`src/rtl/phrase_down_serializer_pkg.sv`:
```
// Shared types and beat-geometry helpers for the phrase down-serializer.
package bus_down_pkg;

  typedef enum logic [1:0] {SZ8 = 2'd0, SZ16 = 2'd1, SZ32 = 2'd2} size_e;
  typedef enum logic {IDLE = 1'b0, SEND = 1'b1} state_e;

  // Reserved code 3 behaves as 32-bit; anything wider than the output bus clamps to it.
  function automatic int beat_bits(logic [1:0] size, int out_w);
    int b;
    case (size)
      SZ8:     b = 8;
      SZ16:    b = 16;
      default: b = 32;
    endcase
    if (b > out_w) b = out_w;
    return b;
  endfunction

  function automatic int nbeats(logic [1:0] size, int in_w, int out_w);
    return in_w / beat_bits(size, out_w);
  endfunction

  function automatic logic [31:0] lane_mask(logic [1:0] size, int out_w);
    logic [32:0] m;
    m = (33'd1 << beat_bits(size, out_w)) - 33'd1;
    return m[31:0];
  endfunction

endpackage

```
`src/rtl/phrase_down_serializer_if.sv`:
```
// Phrase-in / beat-out handshake bundle for the down-serializer.
interface phrase_down_serializer_if #(
  parameter int IN_W  = 64,
  parameter int OUT_W = 32
);
  localparam int BEAT_W = (IN_W > 8) ? $clog2(IN_W / 8) : 1;

  logic              in_valid;
  logic              in_ready;
  logic [IN_W-1:0]   in_data;
  logic [1:0]        in_size;
  logic              abort;
  logic              out_valid;
  logic              out_ready;
  logic [OUT_W-1:0]  out_data;
  logic [BEAT_W-1:0] out_beat;
  logic              out_last;

  modport master (
    output in_valid, in_data, in_size, abort, out_ready,
    input  in_ready, out_valid, out_data, out_beat, out_last
  );

  modport slave (
    input  in_valid, in_data, in_size, abort, out_ready,
    output in_ready, out_valid, out_data, out_beat, out_last
  );
endinterface

```
`src/rtl/phrase_down_serializer_fifo.sv`:
```
// Small synchronous FIFO holding {size, data} phrases; exposes head and the entry behind it.
module phrase_fifo #(
  parameter int W     = 66,
  parameter int DEPTH = 2
) (
  input  logic                       clk,
  input  logic                       rst,
  input  logic                       flush,
  input  logic                       push,
  input  logic [W-1:0]               din,
  input  logic                       pop,
  output logic [W-1:0]               head,
  output logic [W-1:0]               nxt,
  output logic                       full,
  output logic                       empty,
  output logic [$clog2(DEPTH+1)-1:0] count
);
  localparam int PW = (DEPTH > 1) ? $clog2(DEPTH) : 1;
  localparam int CW = $clog2(DEPTH + 1);

  logic [W-1:0]  mem [DEPTH];
  logic [PW-1:0] wr_q, rd_q, rd_nx;
  logic [CW-1:0] cnt_q;

  function automatic logic [PW-1:0] inc(logic [PW-1:0] p);
    return (p == PW'(DEPTH - 1)) ? '0 : p + 1'b1;
  endfunction

  assign rd_nx = inc(rd_q);
  assign head  = mem[rd_q];
  // Lets the top start the following phrase on the same edge the head pops.
  assign nxt   = mem[rd_nx];
  assign full  = (cnt_q == CW'(DEPTH));
  assign empty = (cnt_q == '0);
  assign count = cnt_q;

  always_ff @(posedge clk) begin
    if (push) mem[wr_q] <= din;
  end

  always_ff @(posedge clk) begin
    if (rst || flush) begin
      wr_q  <= '0;
      rd_q  <= '0;
      cnt_q <= '0;
    end else begin
      if (push) wr_q <= inc(wr_q);
      if (pop)  rd_q <= rd_nx;
      case ({push, pop})
        2'b10:   cnt_q <= cnt_q + 1'b1;
        2'b01:   cnt_q <= cnt_q - 1'b1;
        default: ;
      endcase
    end
  end
endmodule

```
`src/rtl/phrase_down_serializer.sv`:
```
// Buffers whole phrases and replays each as a burst of lane-replicated narrow beats.
module phrase_down_serializer
  import bus_down_pkg::*;
#(
  parameter int IN_W    = 64,
  parameter int OUT_W   = 32,
  parameter int DEPTH   = 2,
  parameter int BIG_END = 0
) (
  input  logic                  sys_clk,
  input  logic                  reset,
  phrase_down_serializer_if.slave bus
);
  localparam int BEAT_W = (IN_W > 8) ? $clog2(IN_W / 8) : 1;
  localparam int FW     = IN_W + 2;
  localparam int CW     = $clog2(DEPTH + 1);

  state_e                   state_q, state_d;
  logic [BEAT_W-1:0]        beat_q, beat_d;
  logic [IN_W-1:0]          shreg_q;
  logic [1:0]               size_q;
  logic                     in_rdy, push, pop, load, load_next, full, empty, last;
  logic [FW-1:0]            head, nxt, load_word;
  logic [CW-1:0]            count;
  int                       bw, nb, k;
  logic [OUT_W-1:0]         lane;
  logic [OUT_W/8-1:0][7:0]  rep;

  // The abort cycle refuses pushes so nothing slips into the FIFO being flushed.
  assign in_rdy       = !full && !bus.abort;
  assign push         = bus.in_valid && in_rdy;
  assign bus.in_ready = in_rdy;

  phrase_fifo #(.W(FW), .DEPTH(DEPTH)) u_fifo (
    .clk   (sys_clk),
    .rst   (reset),
    .flush (bus.abort),
    .push  (push),
    .din   ({bus.in_size, bus.in_data}),
    .pop   (pop),
    .head  (head),
    .nxt   (nxt),
    .full  (full),
    .empty (empty),
    .count (count)
  );

  always_comb begin
    bw   = beat_bits(size_q, OUT_W);
    nb   = IN_W / bw;
    k    = (BIG_END != 0) ? nb - 1 - int'(beat_q) : int'(beat_q);
    last = (state_q == SEND) && (int'(beat_q) == nb - 1);
    lane = OUT_W'(shreg_q >> (k * bw)) & OUT_W'(lane_mask(size_q, OUT_W));
  end

  for (genvar j = 0; j < OUT_W / 8; j++) begin : g_rep
    assign rep[j] = (bw == 8)  ? lane[7:0] :
                    (bw == 16) ? lane[8*(j%2) +: 8] :
                                 lane[8*(j%4) +: 8];
  end

  assign bus.out_data  = rep;
  assign bus.out_valid = (state_q == SEND);
  assign bus.out_beat  = beat_q;
  assign bus.out_last  = last;

  always_comb begin
    state_d   = state_q;
    beat_d    = beat_q;
    pop       = 1'b0;
    load      = 1'b0;
    load_next = 1'b0;
    case (state_q)
      IDLE: begin
        if (!empty) begin
          load    = 1'b1;
          beat_d  = '0;
          state_d = SEND;
        end
      end
      SEND: begin
        if (bus.out_ready) begin
          if (last) begin
            pop    = 1'b1;
            beat_d = '0;
            if (count > CW'(1)) begin
              load      = 1'b1;
              load_next = 1'b1;
            end else begin
              state_d = IDLE;
            end
          end else begin
            beat_d = beat_q + 1'b1;
          end
        end
      end
      default: state_d = IDLE;
    endcase
    if (bus.abort) begin
      state_d = IDLE;
      beat_d  = '0;
      load    = 1'b0;
      pop     = 1'b0;
    end
  end

  assign load_word = load_next ? nxt : head;

  always_ff @(posedge sys_clk) begin
    if (reset) begin
      state_q <= IDLE;
      beat_q  <= '0;
      shreg_q <= '0;
      size_q  <= '0;
    end else begin
      state_q <= state_d;
      beat_q  <= beat_d;
      if (load) begin
        size_q  <= load_word[FW-1 -: 2];
        shreg_q <= load_word[IN_W-1:0];
      end
    end
  end
endmodule
```
`src/flat_wrapper.sv`:
```
// flat-port wrapper written by rule: the top's interface ports become plain ports
module phrase_down_serializer_flat import bus_down_pkg::*;
#(
  parameter int IN_W    = 64,
  parameter int OUT_W   = 32,
  parameter int DEPTH   = 2,
  parameter int BIG_END = 0
)
  (sys_clk, reset, bus_in_valid, bus_in_data, bus_in_size, bus_abort, bus_out_ready, bus_in_ready, bus_out_valid, bus_out_data, bus_out_beat, bus_out_last);
  phrase_down_serializer_if #(.IN_W(IN_W), .OUT_W(OUT_W)) bus_i ();
  input  logic sys_clk;
  input  logic reset;
  input wire logic [$bits(bus_i.in_valid)-1:0] bus_in_valid;
  input wire logic [$bits(bus_i.in_data)-1:0] bus_in_data;
  input wire logic [$bits(bus_i.in_size)-1:0] bus_in_size;
  input wire logic [$bits(bus_i.abort)-1:0] bus_abort;
  input wire logic [$bits(bus_i.out_ready)-1:0] bus_out_ready;
  output wire logic [$bits(bus_i.in_ready)-1:0] bus_in_ready;
  output wire logic [$bits(bus_i.out_valid)-1:0] bus_out_valid;
  output wire logic [$bits(bus_i.out_data)-1:0] bus_out_data;
  output wire logic [$bits(bus_i.out_beat)-1:0] bus_out_beat;
  output wire logic [$bits(bus_i.out_last)-1:0] bus_out_last;
  assign bus_i.in_valid = bus_in_valid;
  assign bus_i.in_data = bus_in_data;
  assign bus_i.in_size = bus_in_size;
  assign bus_i.abort = bus_abort;
  assign bus_i.out_ready = bus_out_ready;
  assign bus_in_ready = bus_i.in_ready;
  assign bus_out_valid = bus_i.out_valid;
  assign bus_out_data = bus_i.out_data;
  assign bus_out_beat = bus_i.out_beat;
  assign bus_out_last = bus_i.out_last;
  phrase_down_serializer #(.IN_W(IN_W), .OUT_W(OUT_W), .DEPTH(DEPTH), .BIG_END(BIG_END)) u_core (.sys_clk(sys_clk), .reset(reset), .bus(bus_i));
endmodule
```
`config.mk`:
```
export PLATFORM = sky130hd
export DESIGN_NAME = phrase_down_serializer_flat
export DESIGN_NICKNAME = d
export VERILOG_FILES = /design/src/rtl/phrase_down_serializer_pkg.sv /design/src/rtl/phrase_down_serializer_if.sv /design/src/rtl/phrase_down_serializer_fifo.sv /design/src/rtl/phrase_down_serializer.sv /design/src/flat_wrapper.sv
export SDC_FILE = /design/constraint.sdc
export NUM_CORES = 1
export LEC_CHECK = 0
export ABC_AREA = 1
export CORE_UTILIZATION = 35
export CTS_BUF_LIST = sky130_fd_sc_hd__clkbuf_16
export CTS_CLUSTER_SIZE = 16
export DETAILED_ROUTE_END_ITERATION = 12
export GPL_TIMING_DRIVEN = 0
export HOLD_SLACK_MARGIN = 0.06
export MAX_ROUTING_LAYER = met4
export SLEW_MARGIN = 5
export SYNTH_ARGS = -nofsm -noshare
export SYNTH_HDL_FRONTEND = slang
export SYNTH_HIERARCHICAL = 1
export SYNTH_SLANG_ARGS = --single-unit
```
`constraint.sdc`:
```
create_clock -name sys_clk -period 9.4 [get_ports sys_clk]
set_input_delay 1.88 -clock sys_clk [delete_from_list [all_inputs] [get_ports sys_clk]]
set_output_delay 1.88 -clock sys_clk [all_outputs]
set_load 0.02 [all_outputs]
```
# Word level (Yosys, flattened, before mapping)
# Memory sizes are Yosys's and may differ from the RTL's. A register that Yosys moved wholly into a read port is not among the register bits.
# Cells that the tools add are included.
# classes
shift,2
n_div,1
n_mux,33
magnitude_cmp,2
n_addsub,7
reduce_logical,11
n_eq_ne,9
n_mul,1
bitwise_logic,2
# op_table
operator,count
$mux W66,1
$shr A64 B32 Y32,1
$mux W8,5
$and A32 B32 Y32,1
$div A8 B32 Y32 const A,1
$eq A32 B5 Y1 const B,1
$eq A32 B6 Y1 const B,1
$eq A4 B32 Y1,1
$mul A4 B32 Y32,1
$mux W32,1
$shl A1 B32 Y32 const A,1
$sub A32 B1 Y32 const B,1
$sub A32 B2 Y32 const B,1
$mux W1,18
$pmux W6 S2,1
$mux W3,3
$gt A6 B6 Y1 const B,1
$pmux W3 S2,1
$eq A2 B1 Y1 const B,2
$eq A2 B2 Y1 const B,2
$logic_not A2 Y1,2
$ne A2 B2 Y1 const B,2
$pmux W1 S2,2
$pmux W2 S2,1
12 further kinds,16
# word_totals
reg_bits,74
memories,1
elab_cells,76
mem_bits_rw,132
# memory_table
memory,depth,width,rd,rd_ports_with_merged_regs,wr,line,source
u_core.u_fifo.mem,2,66,2,1,1,phrase_down_serializer_fifo.sv:21,logic [W-1:0] mem [DEPTH];

# Logic depth before layout (Yosys ltp)
# depth
word_depth,14
ltp_mapped,23
mapped_depth_nobuf,21

# Hierarchy
# The synthesis kept the hierarchy.
# modules_own_cells
mod,cells_each,seq_area_each_um2,area_each_um2,n_inst
phrase_down_serializer,1175,1401.3,6266.0,1
phrase_fifo,526,4063.9,5776.8,1

# Worst setup path after synthesis
# OpenSTA, ideal clock, no wires.
# synth_timing
path_kind,flip-flop to output port
start,register u_core.size_q[1]
end,output port bus_out_data[21]
path_buffers,2
t_arrival_ps,3857
path_stages_with_launch,23
path_slack_ps,3663
cell_sequence,dfxtp_1 inv_2 buf_1 nand2_1 ha_1 nand2_1 inv_1 ha_1 ha_1 inv_1 fa_1 nor2_1 nand2_1 nand2_1 nand2_1 clkbuf_1 o21ai_0 nand3_1 nand2_1 nand2_1 nor2_1 nand2_1 nand2_1
# synth_via
elab_chain_cells,9
# synth_rtl
item,line,source
"start, declared",phrase_down_serializer.sv:21,logic [1:0] size_q;
"start signal, assigned",phrase_down_serializer.sv:119,size_q <= load_word[FW-1 -: 2];
$eq A2 B1 Y1 or $logic_not A2 Y1 (tied branches),phrase_down_serializer_pkg.sv:10,case (size)
$pmux W6 S2 (*),phrase_down_serializer_pkg.sv:10,
$gt A6 B6 Y1,phrase_down_serializer_pkg.sv:15,if (b > out_w) b = out_w;
$mux W32 (*),phrase_down_serializer_pkg.sv:15,
$mul A4 B32 Y32 or $shl A1 B32 Y32 (tied branches),"phrase_down_serializer.sv:53, phrase_down_serializer_pkg.sv:25",
$shr A64 B32 Y32 or $sub A32 B1 Y32 (tied branches),"phrase_down_serializer.sv:53, phrase_down_serializer_pkg.sv:25",
$and A32 B32 Y32 (*),phrase_down_serializer.sv:53,"lane = OUT_W'(shreg_q >> (k * bw)) & OUT_W'(lane_mask(size_q, OUT_W));"
named net bus_out_data[5],flat_wrapper.sv:20,output wire logic [$bits(bus_i.out_data)-1:0] bus_out_data;
$mux W8,phrase_down_serializer.sv:58,(bw == 16) ? lane[8*(j%2) +: 8] :
$mux W8 (*),phrase_down_serializer.sv:57,assign rep[j] = (bw == 8) ? lane[7:0] :
"end, declared",flat_wrapper.sv:20,
# The timed path passes the listed nets; every way through them passes the cells marked *.

# Final worst setup path
# layout_timing
start,register u_core.size_q[1]
end,output port bus_out_data[21]
# layout_via
elab_chain_cells,9
# layout_rtl
item,line
$eq A2 B1 Y1 or $logic_not A2 Y1 (tied branches),phrase_down_serializer_pkg.sv:10
$pmux W6 S2 (*),phrase_down_serializer_pkg.sv:10
$gt A6 B6 Y1,phrase_down_serializer_pkg.sv:15
$mux W32 (*),phrase_down_serializer_pkg.sv:15
$mul A4 B32 Y32 or $shl A1 B32 Y32 (tied branches),"phrase_down_serializer.sv:53, phrase_down_serializer_pkg.sv:25"
$shr A64 B32 Y32 or $sub A32 B1 Y32 (tied branches),"phrase_down_serializer.sv:53, phrase_down_serializer_pkg.sv:25"
$and A32 B32 Y32,phrase_down_serializer.sv:53
$mux W8,phrase_down_serializer.sv:58
$mux W8 (*),phrase_down_serializer.sv:57
# Mark *: on every way between the ends. The rest lies on a longest branch, timed or not.

==> out/metrics.yaml <==
antenna_found_initial: 0
reg2reg_slack_ns: 5.54
vias_per_cell: 4.88
grt_pass1_wl_mm: 61.6
ys_types: 34
grt_pass1_vias: 10700
cts.sinks: 207
cp.required_ns: 7.52
path_clk_slew_ns: 0.06
timing.fmax_mhz: 123
die_h_um: 187
startpoint_type: "flip-flop"
crit_family: "buffers and inverters"
area_growth_pct: 20.9
ant_nets: 0
yosysWarnings: 6
dpl_cell_area_sq_mm: 0.0138
htree_num_levels: 1
hp-class: "reg2reg"
port_buffers: 108
slew_violations: 0
syn_avg_cell_area_sq_um: 7.08
cpMostUsedCell: "nand2_1"
tightestPinTransition_ns: 1.04
synth_nets: 1788
core_sq_mm: 0.0337
final_cells: 2304
place_congestion: 0.982
drt_wl_total_mm: 39.9
die_x_um: 187
syn_inst: 1701
cts_tree: "yes"
drc: 0
multiInputGateArea_sq_mm: 0.00517
cts_root_buffer: "clkbuf_16"
max_cap_violations: 0
max_stage_delay_ns: 0.60
vias: 11300
ff2ff_path_depth: 15
gr-total-overflow: 0
num_io_pins: 109
firstDrtPassIters: 5
cts_buffer_depth: 3
ys.flop_type: "edfxtp_1"
final_util_pct: 43.2
async_flop_share_pct: 0
crit_slowest_cell: "o21ai_0"
peakVddDrop_mv: 0.112
p_total_mw: 2.10
status: "completed"
ctsHoldBuffers: 0
clkLatencyLatePin_ns: 0.53
post-route-min-period_ns: 8.13
min_path_cells: 4
worstSetupPathType: "reg2out"
dp_slack_ns: 1.83
ys_seq_area_share_pct: 45.4
fin_setup_tns_ns: 0
p_leak_nw: 6.46
layout.nets: 1925
postLayoutCellArea_sq_mm: 0.0146
drive_gt1_share_pct: 5.55
cts_made_buffers: 24
ctsResizeCount: 0
grt_max_degree: 59
fin_skew_ns: 0.0203
drtIter0Drc: 981
num_rows: 67
cts_setup_buffers: 0
hpwlAfterDp_mm: 31.1
whs_ns: 0.528
endpoint_kind: "primary output"
placedCellCount: 2260
relSlewSlack_pct: 30.0
synth_seq_cells: 207
fill_cells: 3486
hold_end: "u_core/shreg_q[3]"
crit_chain: "inv_2 -> buf_1 -> nand2_1 -> ha_1 -> nand2_1 -> inv_1 -> ha_1 -> ha_1 -> inv_1 -> fa_1 -> nor2_1 -> nand2_1 -> nand2_1 -> nand2_1 -> clkbuf_1 -> o21ai_0 -> nand3_1 -> nand2_1 -> nand2_1 -> nor2_1 -> nand2_1 -> nand2_1 -> clkdlybuf4s50_1"
setup_violations: 0
start_util_pct: 35.7
synth_edf_count: 132
hold_violations: 0
p_per_area_mw_per_mm2: 144
die-area_sq_mm: 0.0352
hold_start: "u_core/shreg_q[3]"
r2r_start: "u_core/size_q[1]"
worst-path-buf-inv: 6
cp_max_fo: 10
fin_ws_ns: 1.27
arrival_ns: 6.25
grt_use_total_pct: 23.3
seq_area_sq_mm: 0.00547
diodes: 0
rsz0062_at_grt: "no"
netlist_area_sq_mm: 0.0120
r2r-end: "u_core/shreg_q[47]"
wl_per_cell_um: 17.3
period_share_pct: 86.5
[cell usage in the layout, fill, tap and decap left out, types with 3 or more instances in the layout]
cell type,count
buf_2,41
nand2_1,459
o21ai_1,28
o21ai_0,180
edfxtp_1,132
nor2_1,235
dfxtp_1,75
buf_1,7
buf_4,8
clkbuf_16,25
buf_6,6
clkdlybuf4s50_1,108
nand3_1,84
bufinv_16,3
ha_1,15
nor3_1,3
nand4_1,36
o211ai_1,16
clkinv_1,5
clkbuf_1,43
a21oi_1,76
inv_1,240
clkinv_2,6
[sequential cells by signal, summed over array words and instances (netlist names), named ones only]
register	flops
u_core/shreg_q	64
u_core/u_fifo/wr_q	1
u_core/bus.out_valid	1
u_core/size_q	2
u_core/u_fifo/count	2
u_core/bus.out_beat	3
u_core/u_fifo/rd_q	1
u_core/u_fifo/mem	132
[area by class of cell]
cell class | instances | area share [%]
Multi-Input combinational cell | 1150 | 35.5
Inverter | 239 | 6.18
Tap cell | 448 | 3.85
Clock inverter | 19 | 1.17
Buffer | 105 | 3.58
Clock buffer | 25 | 4.30
Sequential cell | 207 | 37.5
Timing Repair Buffer | 111 | 7.89
[power breakdown]
| part | switching [mW] | total, mW | internal, mW |
|---|---|---|---|
| Clock | 0.373 | 0.936 | 0.564 |
| Combinational | 0.0917 | 0.157 | 0.0652 |
| Sequential | 0.0118 | 1.00 | 0.993 |
| Total | 0.476 | 2.10 | 1.62 |
[logic make-up (layout without fill, tap and decap cells)]
group                      after synthesis  after routing  synth area share [%]
AOI/OAI and AO/OA                      304            304                  13.1
xor gates and xnor gates                 2              2                 0.145
adders and majority gates               16             16                  1.72
buffers and inverters                  344            499                  11.8
DFF                                    207            207                  45.4
and+or+nand+nor                        828            828                  27.9
[worst max path at each step]
stage / start / cells past startpoint / endpoint
after floorplan: u_core/size_q[1] / 22 / bus_out_data[21]
after global placement: bus_abort / 4 / u_core/u_fifo/mem[0][40]
after detailed placement: u_core/size_q[1] / 23 / bus_out_data[21]
after CTS: u_core/size_q[1] / 23 / bus_out_data[21]
after global routing: u_core/size_q[1] / 23 / bus_out_data[21]
final: u_core/size_q[1] / 23 / bus_out_data[21]
[tightest hold or removal path: stages (launching register included)]
cell     delay (ns)
dfxtp_1        0.29
inv_1          0.06
nand2_1        0.05
nand2_1        0.05
nor2_1         0.03
[cells in the mapped netlist (2+ instances only)]
master	n	area, sq um
a21oi_1	76	380
ha_1	15	188
nand3_1	84	420
nor2_1	236	886
o2111ai_1	2	17.5
o21ai_0	180	901
dfxtp_1	75	1500
buf_6	6	67.6
buf_1	7	26.3
buf_2	41	205
inv_1	238	893
and3_1	2	12.5
o21ai_1	28	140
nor3_1	3	15.0
edfxtp_1	132	3960
clkbuf_1	43	161
o211ai_1	16	120
buf_4	8	60.1
nand2_1	459	1720
nand4_1	36	225
[layer usage]
layer | GRT usage, % | wire length, um | vias to the layer above
met5 | - | 0 | -
met4 | 6.63 | 1110 | 0
met3 | 2.45 | 1990 | 56
met2 | 37.3 | 18200 | 297
met1 | 31.3 | 18600 | 5178
li1 | - | - | 5722
No activity file was read; power rests on OpenSTA's default activity.
